### config.mk
export PLATFORM = sky130hd
export DESIGN_NAME = conv_18_acc_sat
export DESIGN_NICKNAME = d
export VERILOG_FILES = /design/src/rtl/conv_18_acc_sat.sv
export SDC_FILE = /design/constraint.sdc
export NUM_CORES = 1
export LEC_CHECK = 0
export ABC_AREA = 1
export BUFFER_PORTS_ARGS = -buffer_cell sky130_fd_sc_hd__clkbuf_2
export CORE_ASPECT_RATIO = 1.1
export CORE_MARGIN = 3
export CORE_UTILIZATION = 40
export CTS_CLUSTER_DIAMETER = 40
export CTS_CLUSTER_SIZE = 25
export DETAILED_ROUTE_END_ITERATION = 8
export PLACE_DENSITY = 0.69
export SLEW_MARGIN = 25
export SYNTH_ARGS = -nofsm -noshare
export SYNTH_HDL_FRONTEND = slang
export SYNTH_SLANG_ARGS = --single-unit
### constraint.sdc
create_clock -name ap_clk -period 5.05 [get_ports ap_clk]
set_input_delay 1.515 -clock ap_clk [delete_from_list [all_inputs] [get_ports ap_clk]]
set_output_delay 1.515 -clock ap_clk [all_outputs]
set_load 0.05 [all_outputs]
### src/rtl/conv_18_acc_sat.sv
// Accumulate NUM_TERMS signed products on a shifted bias, then round, shift and saturate to int16.
// Optional `CONV_18_ACC_RELU_EN clamps negative results to zero after saturation.
module conv_18_acc_sat #(
   parameter int NUM_TERMS  = 9,
   parameter int OUT_SHIFT  = 8,
   parameter int BIAS_SHIFT = 8
) (
   input  logic               ap_clk,
   input  logic               ap_rst_n,
   input  logic signed [15:0] bias,
   input  logic signed [23:0] prod_dout,
   input  logic               prod_vld,
   output logic               prod_ack,
   output logic signed [15:0] res_dout,
   output logic               res_vld,
   input  logic               res_ack,
   output logic               res_ovf
);

   typedef enum logic {ACC, OUT} state_t;

   typedef struct packed {
      logic signed [15:0] dout;
      logic               ovf;
   } res_t;

   localparam logic [8:0]         LAST = 9'(NUM_TERMS - 1);
   localparam logic signed [32:0] RND  = (OUT_SHIFT > 0) ?
                                         (33'sd1 <<< ((OUT_SHIFT > 0) ? OUT_SHIFT - 1 : 0)) : 33'sd0;

   state_t             state, state_nxt;
   logic [8:0]         cnt;
   logic signed [31:0] acc;
   logic signed [31:0] bias_ext, base, sum;
   logic signed [32:0] sum33, r;
   logic               take, last;
   res_t               res_q, res_nxt;

   assign prod_ack = (state == ACC) && ap_rst_n;
   assign take     = prod_ack && prod_vld;
   assign last     = (cnt == LAST);

   // The first product of a group restarts from the shifted bias, discarding acc.
   always_comb begin
      bias_ext = {{16{bias[15]}}, bias} <<< BIAS_SHIFT;
      base     = (cnt == 9'd0) ? bias_ext : acc;
      sum      = base + {{8{prod_dout[23]}}, prod_dout};
      sum33    = {sum[31], sum};
      r        = (sum33 + RND) >>> OUT_SHIFT;
      res_nxt.ovf  = 1'b0;
      res_nxt.dout = r[15:0];
      if (r > 33'sd32767) begin
         res_nxt.dout = 16'sh7FFF;
         res_nxt.ovf  = 1'b1;
      end else if (r < -33'sd32768) begin
         res_nxt.dout = -16'sh8000;
         res_nxt.ovf  = 1'b1;
      end
`ifdef CONV_18_ACC_RELU_EN
      if (res_nxt.dout[15]) begin
         res_nxt.dout = 16'sh0000;
         res_nxt.ovf  = 1'b0;
      end
`endif
   end

   always_ff @(posedge ap_clk or negedge ap_rst_n) begin
      if (!ap_rst_n) state <= ACC;
      else           state <= state_nxt;
   end

   always_comb begin
      state_nxt = state;
      case (state)
         ACC: if (take && last) state_nxt = OUT;
         OUT: if (res_ack)      state_nxt = ACC;
         default:               state_nxt = ACC;
      endcase
   end

   always_ff @(posedge ap_clk or negedge ap_rst_n) begin
      if (!ap_rst_n) begin
         cnt     <= '0;
         acc     <= '0;
         res_q   <= '0;
         res_vld <= 1'b0;
      end else begin
         if (take) begin
            if (last) begin
               cnt     <= '0;
               acc     <= sum;
               res_q   <= res_nxt;
               res_vld <= 1'b1;
            end else begin
               cnt <= cnt + 9'd1;
               acc <= sum;
            end
         end
         if (state == OUT && res_ack) res_vld <= 1'b0;
      end
   end

   assign res_dout = res_q.dout;
   assign res_ovf  = res_q.ovf;

endmodule
== After elaboration in Yosys (flattened, before gate mapping) ==
Cells that the tools add are included.

* Flip-flop bits (word level): 60
* Input bits: 44

* Add/sub/neg operators: 3
* Order comparisons: 2
* Equality and inequality tests: 1
* Mux-type cells: 10
* Bitwise operators: 1
* Reduce and logical (&&, ||, !) cells: 9

{| class="wikitable"
|+ Operators by type and width
! kind !! count
|-
| 17-bit two-way mux || 2
|-
| 32-bit by 9-bit adder with 33-bit output (second input constant) || 1
|-
| 32-bit adder || 1
|-
| 32-bit two-way mux || 1
|-
| 25-bit by 16-bit greater-than comparator with 1-bit output (second input constant) || 1
|-
| 25-bit by 16-bit < comparator with 1-bit output (second input constant) || 1
|-
| 9-bit by 1-bit adder with 9-bit output (second input constant) || 1
|-
| 9-bit by 4-bit equality test with 1-bit output (second input constant) || 1
|-
| 9-bit logical NOT || 1
|-
| 9-bit two-way mux || 1
|-
| 1-bit two-way mux || 5
|-
| 1-bit logical AND || 4
|-
| 2-bit AND reduction || 2
|-
| 2-bit nonzero test || 2
|-
| 1-bit case mux with 2 select lines || 1
|-
| 1-bit NOT || 1
|}

== Logic depth before layout (Yosys ltp) ==
* Depth after elaboration: 7
* Mapped depth: 35
* Depth with buffers taken out: 33

== Least setup slack after synthesis ==
Ideal clock, no wire load.

* Path kind: input to register
* Start point: input prod_dout[0]
* End point: register res_q, in the netlist res_dout[10]
* Setup time: 0.118 ns
* Data arrival time: 4.217 ns
* Data required time: 4.932 ns
* Slack: 0.715 ns
* Stages: 24
* Buffers on the path: 1
* Path through: ha_1 fa_1 nand3_1 nand3_1 nand2_1 nand2_2 inv_1 nand2_1 nand2_2 ha_1 inv_1 nor2_1 nand3_2 nor2_4 nand2_2 nor2_2 nand3_1 nand2_1 nand3_1 nor2_1 nor2_2 nor2_8 buf_12 a21oi_2

* Word-level cells in the longest chain between the ends: 5

{| class="wikitable"
|+ RTL lines
! item !! RTL line !! text
|-
| start: declaration || 11 || <nowiki>input logic signed [23:0] prod_dout,</nowiki>
|-
| 32-bit adder (*) || 47 || <nowiki>sum = base + {{8{prod_dout[23]}}, prod_dout};</nowiki>
|-
| named net sum[8] || 34 || <nowiki>logic signed [31:0] bias_ext, base, sum;</nowiki>
|-
| 32-bit by 9-bit adder with 33-bit output (*) || 49 || <nowiki>r = (sum33 + RND) >>> OUT_SHIFT;</nowiki>
|-
| 25-bit by 16-bit < comparator with 1-bit output || 55 || <nowiki>end else if (r < -33'sd32768) begin</nowiki>
|-
| 17-bit two-way mux || 55 ||
|-
| 17-bit two-way mux (*) || 52 || <nowiki>if (r > 33'sd32767) begin</nowiki>
|-
| end signal: assignment || 92 || <nowiki>res_q <= res_nxt;</nowiki>
|-
| end: declaration || 37 || <nowiki>res_t res_q, res_nxt;</nowiki>
|}

The timed path passes the listed nets; every way through them passes the cells marked *.
A chain may end at the register's enable or synchronous reset.

== Worst setup path after layout ==
* Start point: input prod_dout[0]
* End point: register res_q, in the netlist res_dout[4]

Same word-level chain as after synthesis.

==> qor.csv <==
metric;value;unit
post-synth net total;1155;
most common cell after layout, fill and taps aside;nand2_1;
Final Util;46.9;%
Post-Route WL;18.1;mm
# H-tree levels;3;
Synthesis Warnings;0;
final hold vios;0;
vias per cell;4.91;
outcome;complete, no violations;
Antenna Cells;0;
die area;17800;µm²
footprint of the multi-input gates;4190;µm²
Sw Ratio;53.7;%
antenna viol nets, final;0;
number of flops mapped to enable cells by yosys;0;
Mapped Area;6480;µm²
vias in the first global route;6253;
Core ar.;15800;µm²
FMAX;223;MHz
worst hold path depth;1;
R2R depth;31;
most frequent cells in the layout;nand2_1 (390), inv_1 (175), nor2_1 (78);
final period utilization;89.0;%
DR vias;6611;
RR Startpoint;cnt[0]$_DFFE_PN0P_;
crit path max fanout;16;
post-layout power;4.75;mW
Area Growth Syn to Fin;14.3;%
Worst Setup End Kind;flip-flop;
DRC Markers;0;
shortest period the worst path allows;4.49;ns
HP Start;state$_DFF_PN0_;
Switch Pwr;2.55;mW
flops & latches, synth;60;
initial cell density of the core;41.0;%
Synth area leader;dfrtp_1;
Startpoint Class;input pin;
Logic pwr share;68.0;%
Clock Latency Late Sink;0.34;ns
clk sinks;60;
Clock Skew;0.0111;ns
initial antenna violation count;0;
internal reg-to-reg setup slack;0.60;ns
GR Util All Layers;21.2;%
worst-case clock buffer depth;2;
post-synthesis area per instance;6.02;µm²
Int Power;2.20;mW
HPWL Detailed;14.7;mm
clock slew at reported path FFs;0.05;ns
Synth top area share;23.2;%
Post-CTS Hold Buffers;0;
Clk pwr share;16.6;%
sequential power share;15.4;%
pin count of the biggest net entering global routing;61;
PnR worst setup slack;0.557;ns
total CTS buffers;9;
Slew @ Worst Pin;0.805;ns
share of cells above drive strength 1;19.7;%
RSZ-0062 raised after global routing;no;
crit path kind;input pin to flip-flop;
GRT overflow;0;
number of fill cells;1665;
worst hold slack;0.466;ns
post-route setup TNS;0;ns
nets;1220;
RR Endpoint;res_dout[4]$_DFFE_PN0P_;
Max Slew Vio Count;0;
Worst Setup SP;prod_dout[0];
CTS tree;done;
critical path arrival;4.71;ns
Hold Path Sink;res_vld$_DFFE_PN0P_;
top_reg_cell synth;dfrtp_1;
peak supply drop;0.229;mV
routed length per instance;13.5;µm
register area share after synthesis;23.2;%
chip width;127;µm
Final Setup Violations;0;
Pleak;4.25;nW
Die Y;139;µm
Iter 0 DRT Violations;471;
global-route wire length before repair;30.3;mm
Max-cap violations;0;
Rel. slew slack;46.3;%
FF+latch area;1500;µm²
IO buf count;62;
synth unique cells;42;
Hold Crit Class;flip-flop to flip-flop;
DRT Pass-1 Iters;5;
placer's final routability congestion estimate;0.935;
std cell rows;48;
Setup WS pre-CTS;0.0167;ns
CTS root buf;clkbuf_16;
WP data required;5.26;ns
largest cells by area after synthesis;dfrtp_1 (23%), nand2_1 (23%), inv_1 (10%);
Ports;63;
synthesized instance count;1076;
asr flop ratio synth;100;%
PwrDens;641;nW/µm²
state kept, by name (all words and copies together), names as in the netlist:
name	count
res_ovf	1
acc	32
res_dout	16
state	1
cnt	9
res_vld	1
power by group through the flow:
stage | registers, mW | logic [mW] | clock network (mW)
detailed placement | 0.734 | 3.18 | 0
finish | 0.731 | 3.23 | 0.787
floorplan | 0.739 | 2.46 | 0
global route | 0.754 | 3.67 | 0.819
CTS | 0.731 | 3.20 | 0.797
global placement | 0.733 | 3.15 | 0
routing by layer:
layer	vias to the layer above	global-route usage (%)	wire, µm
met5	-	0	0
met1	2988	28.9	8440
li1	3429	-	-
met4	0	7.62	473
met2	163	34.5	8370
met3	31	2.30	857
Yosys cell counts (2+ instances only):
| cell | instances |
|---|---|
| nand3_2 | 9 |
| or2_2 | 16 |
| nor3_2 | 2 |
| o22ai_1 | 4 |
| nor2_1 | 79 |
| xor2_1 | 12 |
| a21oi_2 | 13 |
| dfrtp_1 | 60 |
| buf_1 | 2 |
| inv_1 | 175 |
| nand3b_1 | 4 |
| o21bai_1 | 2 |
| inv_2 | 10 |
| xnor2_1 | 5 |
| nor4_1 | 2 |
| nand4_1 | 15 |
| and2_1 | 3 |
| nor3_1 | 3 |
| o21ai_0 | 44 |
| clkbuf_1 | 11 |
| ha_1 | 34 |
| clkinv_1 | 4 |
| nor2_2 | 17 |
| nor2_4 | 10 |
| nand2_2 | 56 |
| nand2_1 | 390 |
| a21oi_1 | 22 |
| nand3_1 | 58 |
critical path, stage by stage:
cell      delay [ns]
clkbuf_2        0.08
ha_1            0.24
fa_1            0.47
nand3_1         0.13
nand3_1         0.16
nand2_1         0.12
nand2_2         0.08
inv_1           0.06
nand2_1         0.05
nand2_2         0.10
ha_1            0.18
inv_1           0.05
nor2_1          0.13
nand3_2         0.15
nor2_4          0.18
nand2_2         0.08
nor2_2          0.10
nand3_1         0.08
nand2_1         0.10
nand3_1         0.07
nor2_1          0.13
nor2_2          0.08
nor2_8          0.13
buf_12          0.16
a21oi_1         0.08
metrics by stage:
| step | cell area (µm²) | cells |
|---|---|---|
| 2_1_floorplan | 6480 | 1076 |
| 5_1_grt | 7400 | 1346 |
| 3_3_place_gp | 7000 | 1329 |
| 4_1_cts | 7380 | 1345 |
| 6_report | 7400 | 1346 |
| 3_5_place_dp | 7000 | 1329 |
logic make-up (layout without fill, tap and decap cells):
kind of cell	after synthesis	after routing	synth area share, %
adders and majority gates	35	35	6.88
and+or+nand+nor	670	670	47.3
AOI/OAI and AO/OA	89	89	8.06
DFF	60	60	23.2
xor gates and xnor gates	17	17	2.30
buffers and inverters	205	275	12.3
how the worst max path moves through the flow:
stage                                          end  slack (ns)  cells after the start
after global routing           res_ovf$_DFFE_PN0P_       0.008                     33
after CTS                  res_dout[1]$_DFFE_PN0P_        0.33                     29
after floorplan           res_dout[10]$_DFFE_PN0P_        0.71                     24
after detailed placement   res_dout[1]$_DFFE_PN0P_        0.02                     26
after global placement     res_dout[2]$_DFFE_PN0P_       -0.03                     26
final                      res_dout[4]$_DFFE_PN0P_        0.56                     25
timing repair:
action	4_1_cts	5_1_grt
gates resized for setup	0	4
setup buffers	0	1
endpoints found under the setup margin	0	16
area by class of cell:
type,instances,share of cell area (%)
Multi-Input combinational cell,811,56.6
Sequential cell,60,20.3
Inverter,189,9.58
Timing Repair Buffer,70,5.17
Tap cell,200,3.38
Clock buffer,10,3.23
Clock inverter,6,1.81
Power figures use the tool's default switching activity.
